$ cat src/rtl/branch_pkg.sv
`default_nettype none
// ============================================================================
// Module      : branch_pkg
// Description : Shared func3 encodings, predictor counter states and update.
// Revision    : 1.0
// ============================================================================
package branch_pkg;

    localparam logic [2:0] F3_BEQ  = 3'b000;
    localparam logic [2:0] F3_BNE  = 3'b001;
    localparam logic [2:0] F3_BLT  = 3'b100;
    localparam logic [2:0] F3_BGE  = 3'b101;
    localparam logic [2:0] F3_BLTU = 3'b110;
    localparam logic [2:0] F3_BGEU = 3'b111;

    typedef enum logic [1:0] {
        SNT = 2'b00,
        WNT = 2'b01,
        WT  = 2'b10,
        ST  = 2'b11
    } ctr_state_e;

    // Two-bit saturating counter step toward the observed outcome.
    function automatic ctr_state_e sat_update(input ctr_state_e state, input logic taken);
        ctr_state_e nxt;
        nxt = state;
        if (taken) begin
            if (state != ST) nxt = ctr_state_e'(state + 2'd1);
        end else begin
            if (state != SNT) nxt = ctr_state_e'(state - 2'd1);
        end
        return nxt;
    endfunction

endpackage
`default_nettype wire

$ cat src/rtl/branch_cmp.sv
`default_nettype none
// ============================================================================
// Module      : branch_cmp
// Description : Combinational RV32I conditional-branch comparator.
// Revision    : 1.0
// ============================================================================
module branch_cmp
    import branch_pkg::*;
#(
    parameter int XLEN = 32
) (
    input  logic [XLEN-1:0] a,
    input  logic [XLEN-1:0] b,
    input  logic [2:0]      func3,
    output logic            cond,
    output logic            legal
);

    always_comb begin
        cond  = 1'b0;
        legal = 1'b1;
        case (func3)
            F3_BEQ:  cond = (a == b);
            F3_BNE:  cond = (a != b);
            F3_BLT:  cond = ($signed(a) <  $signed(b));
            F3_BGE:  cond = ($signed(a) >= $signed(b));
            F3_BLTU: cond = (a <  b);
            F3_BGEU: cond = (a >= b);
            default: legal = 1'b0;
        endcase
    end

endmodule
`default_nettype wire

$ cat src/rtl/branch_resolve_unit.sv
`default_nettype none
// ============================================================================
// Module      : branch_resolve_unit
// Description : EX-stage branch resolution with 2-bit BHT and statistics.
// Revision    : 1.0
// ============================================================================
module branch_resolve_unit
    import branch_pkg::*;
#(
    parameter int XLEN        = 32,
    parameter int BHT_ENTRIES = 16,
    parameter int IDX_LSB     = 2,
    parameter int CNT_W       = 16
) (
    input  logic             clk,
    input  logic             reset,
    input  logic [XLEN-1:0]  f_pc,
    output logic             f_pred_taken,
    input  logic             ex_valid,
    input  logic             ex_branch,
    input  logic [2:0]       ex_func3,
    input  logic [XLEN-1:0]  ex_a,
    input  logic [XLEN-1:0]  ex_b,
    input  logic [XLEN-1:0]  ex_pc,
    input  logic             ex_pred_taken,
    output logic             taken,
    output logic             mispredict,
    output logic             illegal,
    output logic [CNT_W-1:0] br_count,
    output logic [CNT_W-1:0] mp_count
);

    localparam int IDX_W = $clog2(BHT_ENTRIES);

    ctr_state_e       bht_q [BHT_ENTRIES];
    logic             taken_q, mispredict_q, illegal_q;
    logic             taken_d, mispredict_d, illegal_d;
    logic [CNT_W-1:0] br_count_q, mp_count_q;
    logic [CNT_W-1:0] br_count_d, mp_count_d;

    logic [IDX_W-1:0] w_f_idx, w_ex_idx;
    logic [1:0]       w_f_entry;
    ctr_state_e       w_bht_upd;
    logic             w_cond, w_legal, w_res;
    logic             w_unused;

    assign w_f_idx  = f_pc[IDX_LSB +: IDX_W];
    assign w_ex_idx = ex_pc[IDX_LSB +: IDX_W];
    assign w_unused = ^{f_pc, ex_pc};

    // Read the pre-update state: a same-cycle EX write is not bypassed.
    assign w_f_entry    = bht_q[w_f_idx];
    assign f_pred_taken = w_f_entry[1];

    branch_cmp #(
        .XLEN (XLEN)
    ) u_cmp (
        .a     (ex_a),
        .b     (ex_b),
        .func3 (ex_func3),
        .cond  (w_cond),
        .legal (w_legal)
    );

    assign w_res     = ex_valid & ex_branch & w_legal;
    assign w_bht_upd = sat_update(bht_q[w_ex_idx], w_cond);

    always_comb begin
        taken_d      = w_res & w_cond;
        mispredict_d = w_res & (w_cond != ex_pred_taken);
        illegal_d    = ex_valid & ex_branch & ~w_legal;
        br_count_d   = br_count_q;
        mp_count_d   = mp_count_q;
        if (w_res && (br_count_q != '1)) br_count_d = br_count_q + CNT_W'(1);
        if (mispredict_d && (mp_count_q != '1)) mp_count_d = mp_count_q + CNT_W'(1);
    end

    always_ff @(posedge clk) begin
        if (reset) begin
            for (int i = 0; i < BHT_ENTRIES; i++) bht_q[i] <= WNT;
            taken_q      <= 1'b0;
            mispredict_q <= 1'b0;
            illegal_q    <= 1'b0;
            br_count_q   <= '0;
            mp_count_q   <= '0;
        end else begin
            if (w_res) bht_q[w_ex_idx] <= w_bht_upd;
            taken_q      <= taken_d;
            mispredict_q <= mispredict_d;
            illegal_q    <= illegal_d;
            br_count_q   <= br_count_d;
            mp_count_q   <= mp_count_d;
        end
    end

    assign taken      = taken_q;
    assign mispredict = mispredict_q;
    assign illegal    = illegal_q;
    assign br_count   = br_count_q;
    assign mp_count   = mp_count_q;

endmodule
`default_nettype wire

$ cat config.mk
export PLATFORM = sky130hd
export DESIGN_NAME = branch_resolve_unit
export DESIGN_NICKNAME = d
export VERILOG_FILES = /design/src/rtl/branch_pkg.sv /design/src/rtl/branch_cmp.sv /design/src/rtl/branch_resolve_unit.sv
export SDC_FILE = /design/constraint.sdc
export NUM_CORES = 1
export LEC_CHECK = 0
export CAP_MARGIN = 25
export CORE_UTILIZATION = 44
export DETAILED_ROUTE_END_ITERATION = 8
export GPL_ROUTABILITY_DRIVEN = 1
export PLACE_DENSITY = 0.83
export SYNTH_ARGS = -nofsm -noshare
export SYNTH_HDL_FRONTEND = slang
export SYNTH_SLANG_ARGS = --single-unit
$ cat constraint.sdc
create_clock -name clk -period 4.8 [get_ports clk]
set_input_delay 1.2 -clock clk [delete_from_list [all_inputs] [get_ports clk]]
set_output_delay 1.2 -clock clk [all_outputs]
set_load 0.03 [all_outputs]
# Word-level counts from Yosys, hierarchy flattened
# Memory sizes are Yosys's and may differ from the RTL's.
# Cells that the tools add are included.
# word_totals
ff_bits,35
ram_bits,32
input_bits,136
out_inout_bits,36
elab_cells,50
n_memories,1
# mem_list
memory,depth,word_bits,rd,rd_ports_with_merged_regs,write_ports,line,source
bht_q,16,2,2,0,16,branch_resolve_unit.sv:35,ctr_state_e bht_q [BHT_ENTRIES];
# classes
add_sub_neg,4
order_cmp,4
n_eq_ne,11
muxes,13
bitwise_logic,6
reduce_logical,6
# ops
op,n
32-bit >= comparator,2
32-bit < comparator,2
"16-bit by 1-bit adder with 16-bit output, second input constant",2
32-bit == test,1
"16-bit != test, second input constant",2
32-bit != test,1
"3-bit == test, second input constant",4
2-bit two-way mux,4
1-bit two-way mux,7
1-bit one-hot mux with 6 select lines,1
6-bit OR reduction,1
1-bit AND,5
4-bit two-way mux,1
"3-bit by 1-bit == test with 1-bit output, second input constant",1
3-bit logical NOT,1
"2-bit by 1-bit adder with 2-bit output, second input constant",1
1-bit logical AND,2
"2-bit != test, second input constant",1
2-bit nonzero test,1
2-bit OR reduction,1
"2-bit by 1-bit subtractor with 2-bit output, second input constant",1
1-bit != test,1
1-bit NOT,1

# Longest topological paths before layout
# Gate-level depths: netlist (run 1).
# logic_depth
depth_word,9
depth_mapped,13
ltp_nobuf,12

# By module
# A second synthesis (run 1) with hierarchy kept.
# hier_totals
cells_unflattened,464
area_unflattened_um2,4389.2
# by_module_without_submodules
module,n_inst,cells_each,area_per_inst_um2,seq_area_each_um2
branch_resolve_unit,1,336,3469.6,1661.6
branch_cmp,1,128,919.6,0.0

# Worst setup path after synthesis (run 1)
# OpenSTA, ideal clock, no wires.
# synth_timing
path_kind,input -> register
startpoint,input ex_b[31]
endpoint,memory bht_q[10][1] (netlist bit) (data pin)
setup_ps,256
t_arrival_ps,3418
required_ps,4544
slack_ps,1126
path_stages,12
n_path_buf,1
cell_sequence,inv_1 ha_1 nand4_4 nor4_4 o311ai_1 a21oi_1 and3b_4 nand2_1 nor2_1 a21oi_1 buf_2 nor2_1
# synth_lines
item,line,source
start: declaration,branch_resolve_unit.sv:23,"input logic [XLEN-1:0] ex_b,"
end: declaration,branch_resolve_unit.sv:35,

# Worst setup path in the final report (run 1)
# layout_timing
startpoint,input f_pc[2]
endpoint,output f_pred_taken
# layout_via
elab_chain_cells,1
# layout_lines
item,line,source
start: declaration,branch_resolve_unit.sv:17,"input logic [XLEN-1:0] f_pc,"
memory 16 x 2 bit,-,
end: declaration,branch_resolve_unit.sv:18,"output logic f_pred_taken,"
# Every way passes these cells.

==> impl_metrics.toml, run 1 <==
[power_and_ir_drop]
swShare_pct = 25.4
p_int_mw = 0.993
vdd_drop_max_uv = 167
seqPwrFrac_pct = 46.0
power_density_nw_per_um2 = 228
pwr-share-comb_pct = 18.6
switching_power_mw = 0.337
leakage_nw = 2.18
clkPwrFrac_pct = 35.4

[cts]
clock_latency_ps = 340
cts_tree = "yes"
cts.hold.buffers_added = 0
clkTransAtPathRegs_ps = 70
h-tree-depth = 3
ctsResizeCount = 0
clock_path_buffers = 2
post_cts.repair.setup_buffers = 0
cts_made_buffers = 9
clkSinkCount = 67
cts_root_buffer = "clkbuf_8"

[die]
core_area_sq_um = 9370
die_area_sq_um = 10200
rows = 35
die_h_um = 101
die_x_um = 101
ios = 172
start_util_pct = 46.1

[logic_synthesis]
synth-simple-area-share_pct = 25.7
synth.mux.area_fraction_pct = 9.81
synth-adder-area-share_pct = 9.84
synth_top_cell_area_share_pct = 22.2
synth_fp_nets = 641
async_flop_share_pct = 0
avgSynthCellArea_sq_um = 9.18
ys_top_cells_by_area = "edfxtp_1 22%, dfxtp_1 16%, ha_1 9.8%, mux4_2 7.3%, nor2_1 5.3%"
synth_xor_area_share_pct = 3.04
ys_top_cells_by_count = "61 x nor2_1, 44 x nand2_1, 35 x dfxtp_1, 35 x nand3_1"
synth-edff-count = 32
yosys.cell_types.count = 49
synth_top_family_by_area = "simple AND/OR/NAND/NOR gates"
ys_warn_count = 0
ys_ff_latch = 67
yosys_most_used_dff = "dfxtp_1"
synth_top_cell_by_area = "edfxtp_1"
synth_seq_area_share_pct = 38.4
synth_most_common_cell = "nor2_1"
synth_area_sq_um = 4320
postSynthCellCount = 471
synth_compound_area_share_pct = 8.66

[final_layout]
antenna_cells = 0
fill_cells = 802
nets = 759
post-route-util_pct = 62.3
drive_gt1_share_pct = 9.60
area_growth_pct = 35.0

[placement]
port_buffers = 115
place_hpwl_um = 8660
routabilityCongestion = 0.841

[sta]
rsz0062_at_grt = "false"
tightest_slew_ps = 974
period_share_pct = 98.4
layout_min_cycle_time_ps = 4720
relSlewSlack_pct = 34.8
final_max_slew_viol_count = 0
hold_viol = 0
setup_viol = 0
finalClockSkew_ps = 6.63
fmax_mhz = 212
fin_setup_tns_ps = 0

[run]
cap_viol_max_count = 0

[detailed_routing]
routed_wl_um = 11000
wire_per_inst_um = 15.2
drt_iter0_drc = 140
via_per_inst = 5.40
drt-pass1-iter-count = 4
ant_nets = 0
drc = 0
num_vias = 3903

[global_route]
grt_pass1_vias = 3990
grt_max_degree = 34
antenna_found_initial = 0
gr-total-overflow = 0
track_usage_pct = 23.3
grt_pass1_wl_um = 18500

[worst_setup_path]
required_ps = 3600
cp_max_fo = 4
end_kind = "output port"
r2r_slack_ps = 1800
crit_type = "in -> out"
start_kind = "input port"
cp.arrival_ps = 3520

[min_path]
hold_path_class = "reg -> reg"

[run_status]
status = "finished, final reports clean"
[cells in the final DEF, fill, tap and decap left out, drive strengths merged, types with 3 or more instances in the layout]
| cell type | synthesis | final |
|---|---|---|
| edfxtp | 32 | 32 |
| or2 | 6 | 6 |
| nor4 | 4 | 4 |
| nand4 | 10 | 10 |
| or3 | 7 | 7 |
| clkdlybuf4s50 | 0 | 115 |
| nor3 | 14 | 14 |
| a21oi | 26 | 26 |
| o31ai | 4 | 4 |
| and3 | 5 | 5 |
| nand2b | 15 | 15 |
| mux2 | 7 | 7 |
| nand2 | 44 | 44 |
| xnor2 | 4 | 4 |
| nand3 | 35 | 35 |
| clkbuf | 12 | 13 |
| dfxtp | 35 | 35 |
| nor2b | 13 | 13 |
| mux2i | 3 | 3 |
| mux4 | 14 | 14 |
| ha | 34 | 34 |
| xor2 | 11 | 11 |
| nor2 | 62 | 62 |
| buf | 4 | 8 |
| o21ai | 11 | 11 |
| inv | 34 | 35 |
[worst paths after layout]
| check | endpoint | from | cells past startpoint |
|---|---|---|---|
| max reg2reg | mp_count[6]$_SDFFE_PP0P_ | mp_count[2]$_SDFFE_PP0P_ | 9 |
| max | f_pred_taken | f_pc[2] | 4 |
| min | mp_count[9]$_SDFFE_PP0P_ | mp_count[9]$_SDFFE_PP0P_ | 2 |
| min reg2reg | mp_count[9]$_SDFFE_PP0P_ | mp_count[9]$_SDFFE_PP0P_ | 2 |
[critical path, cell delays in order]
cell and delay [ps]:
clkdlybuf4s50_1 660, mux4_2 580, mux4_2 470, clkdlybuf4s50_1 600
[layer usage]
metal	routed length, um	vias up	GRT usage [%]	share of wire [%]
li1	-	1911	-	-
met1	4270	1845	26.5	39
met2	5920	123	43.0	54
met3	497	24	4.44	4.5
met4	290	0	8.81	2.6
met5	0	-	0	0
[sequential cells by signal, indices dropped and copies added (netlist names)]
name and count:
br_count 16, bht_q 32, mispredict 1, taken 1, mp_count 16, illegal 1
[cell type report]
cell class	instances	area (sq um)	area share, %
Sequential cell	67	1660	28.5
Inverter	34	128	2.19
Tap cell	129	161	2.77
Clock buffer	13	190	3.26
Multi-Input combinational cell	354	2470	42.3
Clock inverter	3	16.3	0.279
Timing Repair Buffer	123	1210	20.8
[power by group through the flow]
stage                     combinational, mW  clock (mW)  sequential (mW)
after floorplan                       0.129           0            0.626
after global placement                0.238           0            0.623
after detailed placement              0.248           0            0.624
after CTS                             0.249       0.480            0.611
after global routing                  0.272       0.506            0.612
final                                 0.248       0.471            0.612
[cells by family after synthesis]
family | count (synthesis)
compound gates | 59
xor+xnor | 15
fa+ha+maj | 34
buf+inv | 50
flops | 67
mux | 24
simple gates | 222
[stage by stage]
| step | hold WS [ps] | instance area, sq um | total power, mW | worst slack (ps) | instances |
|---|---|---|---|---|---|
| 2_1_floorplan | 608 | 4320 | 0.755 | 1130 | 471 |
| 3_3_place_gp | 487 | 5630 | 0.861 | 87.0 | 707 |
| 3_5_place_dp | 502 | 5630 | 0.872 | 31.5 | 707 |
| 4_1_cts | 514 | 5840 | 1.34 | 65.1 | 723 |
| 5_1_grt | 556 | 5840 | 1.39 | 4.48 | 723 |
| 6_report | 520 | 5840 | 1.33 | 76.9 | 723 |
Note: power is estimated with default switching activity, not from simulation.
==> run 2, diff against run 1 <==
--- a/config.mk
+++ b/config.mk
@@ -5,11 +5,11 @@
 export SDC_FILE = /design/constraint.sdc
 export NUM_CORES = 1
 export LEC_CHECK = 0
-export CAP_MARGIN = 25
-export CORE_UTILIZATION = 44
+export ABC_AREA = 1
+export CORE_UTILIZATION = 46
 export DETAILED_ROUTE_END_ITERATION = 8
 export GPL_ROUTABILITY_DRIVEN = 1
-export PLACE_DENSITY = 0.83
+export PLACE_DENSITY = 0.84
 export SYNTH_ARGS = -nofsm -noshare
 export SYNTH_HDL_FRONTEND = slang
 export SYNTH_SLANG_ARGS = --single-unit
==> constraint.sdc (replaced) <==
create_clock -name clk -period 4.5 [get_ports clk]
set_input_delay 1.125 -clock clk [delete_from_list [all_inputs] [get_ports clk]]
set_output_delay 1.125 -clock clk [all_outputs]
set_load 0.03 [all_outputs]
==> impl_metrics.toml, run 2 <==
[die]
die_x_um = 103
start_util_pct = 47.6
die_h_um = 103
core_area_sq_um = 9820
die_area_sq_um = 10600
rows = 36
ios = 172

[logic_synthesis]
ys_top_cells_by_count = "141 x nand2_1, 112 x inv_1, 75 x nor2_1"
synth-edff-count = 32
synth_fp_nets = 812
yosys.cell_types.count = 44
ys_ff_latch = 67
synth_seq_area_share_pct = 35.5
yosys_most_used_dff = "dfxtp_1"
ys_top_cells_by_area = "edfxtp_1 21%, dfxtp_1 15%, nand2_1 11%, ha_1 9.1%, inv_1 9.0%"
synth_top_cell_area_share_pct = 20.5
synth_top_cell_by_area = "edfxtp_1"
synth_most_common_cell = "nand2_1"
avgSynthCellArea_sq_um = 7.29
synth_area_sq_um = 4680
ys_warn_count = 0
postSynthCellCount = 642
async_flop_share_pct = 0

[sta]
finalClockSkew_ps = 11.2
layout_min_cycle_time_ps = 4030
layout_setup_ws_ps = 469
hold_viol = 0
whs_ps = 503
setup_viol = 0
tightest_slew_ps = 716
fmax_mhz = 248
final_max_slew_viol_count = 0
relSlewSlack_pct = 52.2
period_share_pct = 89.6
rsz0062_at_grt = "false"
fin_setup_tns_ps = 0

[min_path]
hold_path_class = "reg -> reg"
hold_depth = 1
min-delay-start = "br_count[3]$_SDFFE_PP0P_"

[cts]
cts_root_buffer = "clkbuf_8"
clock_latency_ps = 340
clkTransAtPathRegs_ps = 70
cts.hold.buffers_added = 0
clkSinkCount = 67
ctsResizeCount = 0
cts_tree = "yes"
cts_made_buffers = 9
clock_path_buffers = 2
post_cts.repair.setup_buffers = 0
h-tree-depth = 3

[final_layout]
layout_common_cells = "141 x nand2_1, 114 x clkdlybuf4s50_1, 112 x inv_1, 75 x nor2_1, 35 x dfxtp_1"
largest_register_ffs = 32
post-route-util_pct = 62.4
nets = 926
area_growth_pct = 30.9
largest-register = "bht_q"
antenna_cells = 0
final_common_cell = "nand2_1"
fill_cells = 923
finalNonFillerCells = 894
drive_gt1_share_pct = 7.62

[detailed_routing]
routed_wl_um = 11600
wire_per_inst_um = 13.0
num_vias = 4595
drt-pass1-iter-count = 5
drc = 0
via_per_inst = 5.14
ant_nets = 0
drt_iter0_drc = 198

[run_status]
status = "finished, final reports clean"

[global_route]
grt_max_degree = 31
antenna_found_initial = 0
track_usage_pct = 23.5
gr-total-overflow = 0
grt_pass1_vias = 4432
grt_pass1_wl_um = 19400

[worst_setup_path]
crit_type = "in -> out"
start_kind = "input port"
end_kind = "output port"
rr_startpoint = "mp_count[0]$_SDFFE_PP0P_"
cp.arrival_ps = 2910
crit_path_start = "f_pc[3]"
r2r_cells = 10
required_ps = 3380
cp_max_fo = 8

[power_and_ir_drop]
leakage_nw = 2.50
vdd_drop_max_uv = 261
power_density_nw_per_um2 = 230

[placement]
place_hpwl_um = 8920
routabilityCongestion = 0.887
port_buffers = 115
place_ws_ps = 218
dp_cells = 878

[run]
cap_viol_max_count = 0
==> run 2: cell types whose count changed after synthesis, moves of 13 or more <==
cell	change
nor2_1	+14
nor2b_1	-13
mux4_2	-14
nand2_1	+97
inv_1	+78
nand2_2	+13
nand2b_1	-15
==> run 2: kinds of logic after synthesis <==
kind of cell             after synthesis  synth area share [%]
adder cells (fa/ha/maj)               34                  9.10
AO/OA/AOI/OAI                         82                  11.2
buffers and inverters                128                  10.9
multiplexers                           4                 0.856
XOR/XNOR                              13                  2.43
AND/OR/NAND/NOR                      314                  30.0
flip-flops                            67                  35.5
==> run 2: through the flow <==
| step | power, mW | cell area (sq um) |
|---|---|---|
| after floorplan | 0.831 | 4680 |
| after global placement | 0.935 | 5930 |
| after detailed placement | 0.946 | 5930 |
| after CTS | 1.42 | 6120 |
| after global routing | 1.48 | 6120 |
| final | 1.41 | 6120 |
==> run 2: metal layers <==
layer | global-route usage (%) | vias up | wire length (um)
met5 | 0 | - | 0
met4 | 7.15 | 0 | 222
met3 | 5.90 | 23 | 939
met2 | 41.6 | 189 | 5850
met1 | 28.0 | 2059 | 4610
li1 | - | 2324 | -
==> run 2: path summary, 6_finish.rpt <==
path                                            endpoint  slack (ps)
worst min register to register  br_count[4]$_SDFFE_PP0P_         500
worst max register to register  mp_count[0]$_SDFFE_PP0P_        1820
worst max-delay path                        f_pred_taken         470
worst min-delay path            br_count[4]$_SDFFE_PP0P_         500
==> run 2: final cells by class <==
type / count / area (sq um) / area share, %
repair buffers: 117 / 1170 / 19.1
inverters: 114 / 428 / 6.99
clock buffers: 13 / 174 / 2.84
well taps: 133 / 166 / 2.72
flip-flops and latches: 67 / 1660 / 27.1
clock inverters: 3 / 20.0 / 0.327
multi-input cells: 447 / 2500 / 40.9
==> run 2: critical path: stages <==
cell and delay (ps):
clkdlybuf4s50_1 600, o211ai_1 130, o21ai_0 90, nor2_1 60, o31ai_1 210, clkdlybuf4s50_1 700
==> run 2: power by group <==
| group | internal (mW) | total (mW) | switching [mW] |
|---|---|---|---|
| Combinational | 0.127 | 0.281 | 0.154 |
| Sequential | 0.647 | 0.653 | 0.00600 |
| Clock | 0.254 | 0.477 | 0.223 |
